## config.mk

```make
export PLATFORM = sky130hd
export DESIGN_NAME = uart_regs_arbiter
export DESIGN_NICKNAME = d
export VERILOG_FILES = /design/src/rtl/uart_regs_arbiter.sv
export SDC_FILE = /design/constraint.sdc
export NUM_CORES = 1
export LEC_CHECK = 0
export ABC_AREA = 1
export BUFFER_PORTS_ARGS = -buffer_cell sky130_fd_sc_hd__buf_2
export CORE_MARGIN = 2
export CORE_UTILIZATION = 42
export CTS_CLUSTER_DIAMETER = 200
export DETAILED_ROUTE_END_ITERATION = 10
export PLACE_DENSITY = 0.8
export REMOVE_ABC_BUFFERS = 1
export SKIP_LAST_GASP = 1
export SYNTH_ARGS = -nofsm -noshare
export SYNTH_HDL_FRONTEND = slang
export SYNTH_SLANG_ARGS = --single-unit
```

## constraint.sdc

```tcl
create_clock -name pclk -period 4.5 [get_ports pclk]
set_input_delay 0.45 -clock pclk [delete_from_list [all_inputs] [get_ports pclk]]
set_output_delay 0.45 -clock pclk [all_outputs]
set_load 0.1 [all_outputs]
```

## src/rtl/uart_regs_arbiter.sv

```systemverilog
// uart_regs_arbiter: shares the UART register port between APB (req 0) and DMA (req 1); round-robin, or APB-first with UART_REGS_ARB_FIXED_PRIO_EN.
// Latency: strobe one cycle after the request is seen in IDLE, pready/dma_ack one cycle after that; one access per 3 cycles.
// Backpressure: APB is stalled with pready wait states, DMA holds dma_req until dma_ack; the losing request stays pending.
module uart_regs_arbiter #(
    parameter int ADDR_WD = 12
) (
    input  logic               pclk,
    input  logic               preset,
    input  logic               psel,
    input  logic               penable,
    input  logic               pwrite,
    input  logic [ADDR_WD-1:0] paddr,
    input  logic [31:0]        pwdata,
    output logic [31:0]        prdata,
    output logic               pready,
    input  logic               dma_req,
    input  logic               dma_we,
    input  logic [ADDR_WD-1:0] dma_addr,
    input  logic [31:0]        dma_wdata,
    output logic               dma_ack,
    output logic [31:0]        dma_rdata,
    output logic [ADDR_WD-1:0] reg_addr,
    output logic               reg_read_en,
    output logic               reg_write_en,
    output logic [31:0]        reg_wdata,
    input  logic [31:0]        reg_rdata
);

    typedef enum logic [1:0] {
        ST_IDLE,
        ST_XFER,
        ST_DONE
    } state_t;

    state_t state;
    logic   cur_dma;
    logic   apb_req;
    logic   grant_dma;
    logic   win_we;
    logic [ADDR_WD-1:0] win_addr;
    logic [31:0]        win_wdata;

    assign apb_req = psel & penable;

`ifdef UART_REGS_ARB_FIXED_PRIO_EN
    assign grant_dma = dma_req & ~apb_req;
`else
    logic last_grant;
    // On a tie the requester that was not served last wins.
    assign grant_dma = dma_req & (~apb_req | ~last_grant);
`endif

    assign win_we    = grant_dma ? dma_we    : pwrite;
    assign win_addr  = grant_dma ? dma_addr  : paddr;
    assign win_wdata = grant_dma ? dma_wdata : pwdata;

    always_ff @(posedge pclk or posedge preset) begin
        if (preset) begin
            state        <= ST_IDLE;
            cur_dma      <= 1'b0;
            prdata       <= '0;
            dma_rdata    <= '0;
            pready       <= 1'b0;
            dma_ack      <= 1'b0;
            reg_read_en  <= 1'b0;
            reg_write_en <= 1'b0;
            reg_addr     <= '0;
            reg_wdata    <= '0;
`ifndef UART_REGS_ARB_FIXED_PRIO_EN
            last_grant   <= 1'b1;
`endif
        end else begin
            case (state)
                ST_IDLE: begin
                    if (apb_req | dma_req) begin
                        cur_dma      <= grant_dma;
                        reg_addr     <= win_addr;
                        reg_wdata    <= win_wdata;
                        reg_write_en <= win_we;
                        reg_read_en  <= ~win_we;
`ifndef UART_REGS_ARB_FIXED_PRIO_EN
                        last_grant   <= grant_dma;
`endif
                        state        <= ST_XFER;
                    end
                end
                ST_XFER: begin
                    reg_write_en <= 1'b0;
                    reg_read_en  <= 1'b0;
                    if (reg_read_en) begin
                        if (cur_dma) begin
                            dma_rdata <= reg_rdata;
                        end else begin
                            prdata <= reg_rdata;
                        end
                    end
                    pready  <= ~cur_dma;
                    dma_ack <= cur_dma;
                    state   <= ST_DONE;
                end
                ST_DONE: begin
                    pready  <= 1'b0;
                    dma_ack <= 1'b0;
                    state   <= ST_IDLE;
                end
                default: state <= ST_IDLE;
            endcase
        end
    end

endmodule

```

=== Yosys cells after proc, flatten, opt, wreduce, memory -nomap -nowiden ===
Cells that the tools add are included.
Widths: inputs -> output; s select.

* Reductions and logical operators: 7
* Equal/unequal tests: 3
* Bitwise operators: 8
* Muxes and demuxes: 11

{| class="wikitable"
|+ Operator list
! cell !! number
|-
| $mux 32 || 1
|-
| $mux 12 || 1
|-
| $pmux 1 s2 || 4
|-
| $reduce_and 3->1 || 2
|-
| $not 1->1 || 4
|-
| $pmux 2 s2 || 1
|-
| $reduce_and 2->1 || 2
|-
| $reduce_bool 2->1 || 2
|-
| $mux 1 || 3
|-
| $and 1x1->1 || 2
|-
| $eq 2x1->1 const B || 1
|-
| $eq 2x2->1 const B || 1
|-
| $logic_not 2->1 || 1
|-
| $mux 2 || 1
|-
| $ne 2x2->1 const B || 1
|-
| $or 1x1->1 || 2
|}

* Output and inout bits: 112
* Word-level logic and storage cells: 40
* Input port bits: 127
* Register bits: 116

=== Logic depth before layout (Yosys ltp) ===
* Depth in word-level cells: 8
* Gate-level depth with buffers: 7

=== Least setup slack after synthesis ===
Ideal clock, no wire load.

* Path type: reg-to-reg
* Start: register reg_read_en
* End: register prdata[10]
* Clock period less this slack: 1,756 ps
* Data arrival time: 1,626 ps
* Cell stages (with the launch flop): 5
* Setup slack: 2,744 ps
* Required time: 4,370 ps
* Path through: dfrtp_1 nand3_2 buf_2 nand2_1 o21ai_0

* Longest elaborated chain between the ends: 1

{| class="wikitable"
|+ Ends and longest elaborated chain
! item !! line !! source
|-
| from (decl) || 23 || <nowiki>output logic reg_read_en,</nowiki>
|-
| from (signal assigned) || 80 || <nowiki>reg_read_en <= ~win_we;</nowiki>
|-
| $reduce_and 3->1 (no source line) || n/a ||
|-
| to (signal assigned) || 94 || <nowiki>prdata <= reg_rdata;</nowiki>
|-
| to (decl) || 14 || <nowiki>output logic [31:0] prdata,</nowiki>
|}

No other way between the ends.
A chain may end at the register's enable or synchronous reset.

=== Final worst setup path ===
* Start: register last_grant
* End: register reg_addr[0]

* Longest elaborated chain between the ends: 4

{| class="wikitable"
|+ Ends and longest elaborated chain
! item !! line !! source
|-
| from (decl) || 48 || <nowiki>logic last_grant;</nowiki>
|-
| from (signal assigned) || 82 || <nowiki>last_grant <= grant_dma;</nowiki>
|-
| $not 1->1 || 50 || <nowiki>assign grant_dma = dma_req & (~apb_req | ~last_grant);</nowiki>
|-
| $or 1x1->1 || 50 ||
|-
| $and 1x1->1 || 50 ||
|-
| $mux 12 || 54 || <nowiki>assign win_addr = grant_dma ? dma_addr : paddr;</nowiki>
|-
| to (signal assigned) || 77 || <nowiki>reg_addr <= win_addr;</nowiki>
|-
| to (decl) || 22 || <nowiki>output logic [ADDR_WD-1:0] reg_addr,</nowiki>
|}

No other way between the ends.

==> results.txt <==
For this run, design rule violations remaining after detail routing come to 0. During synthesis, Yosys emitted a total of 0 warnings. The clock transition at the registers of the reported paths is 60 ps. The via density per instance is 4.738. The number of slew-limit violations in the final report came to 0. The arrival time reported for the critical path endpoint came out at 3100 ps.

The root buffer cell chosen for the clock tree is clkbuf_16. The final critical-path share of the clock period came out at 0.6256. Summing every instance area after synthesis gives 5253 sq um. The top cell types in the final layout, fill and taps aside, are 238 x buf_2, 214 x nand2_1, 115 x dfrtp_1, 84 x inv_1, 68 x o21ai_0. The sum of routed wire length over all layers came out at 14170 microns. The maximum net fanout on the critical path is 48.

The antenna violation net count after detailed routing came out at 0. The area occupied by multi-input gates is 1817 sq um. The number of vias in the routed layout is 4875. The number of maximum-capacitance constraint violations is 0.

The number of antenna violations at the first check in global routing came out at 0. Static timing analysis puts the maximum clock frequency at between 300 and 400 MHz. The net count of the finished layout came out at 979.

The category of the critical setup timing path is flop to flop. The synthesized area per cell came out at ~8.4 sq um. The length of the first detailed-routing pass in iterations came out at 5. The library cell used most frequently in the layout, excluding fill and tap cells, is buf_2. The first global-routing pass estimated 22380 microns of wire.

The vertical die dimension is 115.8 microns. The area inside the core boundary is about 12000 sq um. Setup repair after global routing left no endpoint under its margin. The tightest min-delay check is of the input port to asynchronous set/reset pin type. The starting density of the core is 0.4337. The combined flip-flop and latch cell area is 2904 sq um. The total of endpoints with negative setup slack in the final report is 0. The antenna diode count came out at 0.

Across every metal layer, demand over resource in global routing totals 0.2138. The CTS tree is built. After the first detailed-routing iteration, the DRC count stood at 398. The I/O pin count came out at 239. The floorplan row count is 40. Clock tree synthesis inserted a total of 17 buffers. Headroom to the max-slew limit came out at 0.2699. The share of final-layout standard cells stronger than drive strength 1 is 0.3264. No sink is reached through more buffers than the 2 on the longest clock path. The later pin in the worst-skew pair is clocked with a latency of 400 ps.

The buffer count from post-CTS setup fixing is 0. The total global routing overflow came out at 0. The setup TNS after final layout came out at 0 ps.

The maximum number of pins on one net before global-route repair came out at 86. The critical path data required time came out at 4790 ps. The number of distinct standard cells referenced by the synthesized netlist came out at 20.

The setup slack of the worst register-to-register path came out at 1680 ps. The die width is 115.8 microns. The number of global-route vias before repair is ~4700. The congestion estimate from routability-driven global placement came to 0.8981. The largest clock skew in the final design is just under 6 ps. The number of endpoints with negative hold slack in the final report came out at 0. The slew at the pin with the worst max-slew slack is 1095 ps. In this run, post-CTS repair resized a total of 0 instances. The placed wire-length estimate after detailed placement came out at 9769 microns. The endpoint class of the critical path is a flop.

The number of buffers inserted for hold repair after clock tree synthesis is 0. The number of fillers in the final layout is between 1000 and 1500. The worst register-to-register path ends at reg_addr[0]$_DFFE_PP0P_. The worst register-to-register path begins at last_grant$_DFFE_PP1P_. The synthesized netlist cell count is 623.

The sequential cell area fraction in the yosys report came out at 0.5529. The count of port buffers added during placement came out at 238. The number of storage elements in the synthesis netlist came out at 116. The run finished with clean final reports. The length in cells of the worst reg-to-reg path is 5. The routed wirelength normalized by instance count is 13.77 microns.

STA classifies the critical path startpoint as a flop. The post-route minimum period is 2815 ps. The overall die area is 13420 sq um. The signed area change from the synthesized netlist to the final layout is 34.99%. The clock sink count is 116. The number of levels the H-tree was split into is 4.
-- synthesized netlist by cell type --
cell type  count  area [sq um]
nand2_1      214         803.3
dfrtp_1      115          2878
inv_1         85         319.1
o21ai_0       68         340.3
nand3_1       49         245.2
nand3b_1      44         330.3
buf_2         16         80.08
buf_4          7         52.55
clkbuf_1       6         22.52
buf_6          4         45.04
ha_1           4         50.05
nand3_2        2         20.02
o22ai_1        2         12.51
buf_1          1         3.750
clkbuf_2       1         5.000
clkinv_2       1         5.000
dfstp_2        1         26.28
inv_2          1         3.750
nand2_2        1         6.260
nor2_1         1         3.750
-- area by class of cell --
cell class,instances,area share
clock inverters,14,0.02488
flip-flops and latches,116,0.4096
inverters,87,0.04659
multi-input cells,385,0.2562
well taps,168,0.02965
repair buffers,241,0.1712
clock buffers,18,0.06194
-- per-layer routing --
layer,routed length (microns),up-vias,part of all wire,global-route usage
li1,-,2392,-,-
met1,6048,2288,0.43,0.2794
met2,7114,161,0.50,0.3384
met3,620,34,0.044,0.05701
met4,388,0,0.027,0.08968
met5,0,-,0,0
-- sequential cells by signal, summed over array words and instances, names as in the netlist --
signal,count
dma_rdata,32
cur_dma,1
reg_addr,12
reg_read_en,1
dma_ack,1
reg_wdata,32
prdata,32
pready,1
last_grant,1
reg_write_en,1
state,2
-- critical path, cell delays in order (launching register included) --
cell and delay (ps):
dfstp_2 540, nand3_2 750, nand2_2 1080, nand2_1 120, nand3_1 110, nand2_1 70
-- logic make-up (layout without fill, tap and decap cells) --
kind of cell,Yosys count,after routing,share of synthesized area
buffers and inverters,122,360,0.1022
and+or+nand+nor,311,311,0.2682
AOI/OAI and AO/OA,70,70,0.06718
DFF,116,116,0.5529
adders and majority gates,4,4,0.009529
-- worst max-delay path by stage --
stage / startpoint / end
floorplan: preset / cur_dma$_DFFE_PP0P_
global placement: psel / reg_wdata[9]$_DFFE_PP0P_
detailed placement: psel / reg_wdata[15]$_DFFE_PP0P_
CTS: last_grant$_DFFE_PP1P_ / reg_wdata[15]$_DFFE_PP0P_
global route: last_grant$_DFFE_PP1P_ / reg_wdata[14]$_DFFE_PP0P_
finish: last_grant$_DFFE_PP1P_ / reg_addr[0]$_DFFE_PP0P_
-- metrics by stage --
stage | area [sq um] | hold slack (ps) | setup WS [ps] | util | std cells
after global routing | 7091 | 296.0 | 1407 | 0.5854 | 1029
final | 7091 | 281.5 | 1685 | 0.5854 | 1029
after floorplan | 5044 | 444.1 | 979.2 | - | 588
after CTS | 7091 | 295.7 | 1681 | 0.5854 | 1029
after detailed placement | 6475 | 460.2 | 1669 | 0.5346 | 997
after global placement | 6475 | 458.2 | 1673 | 0.5346 | 997
Power is not shown: default switching activity piles up to over one toggle a cycle in this logic, so the estimate is an artifact.
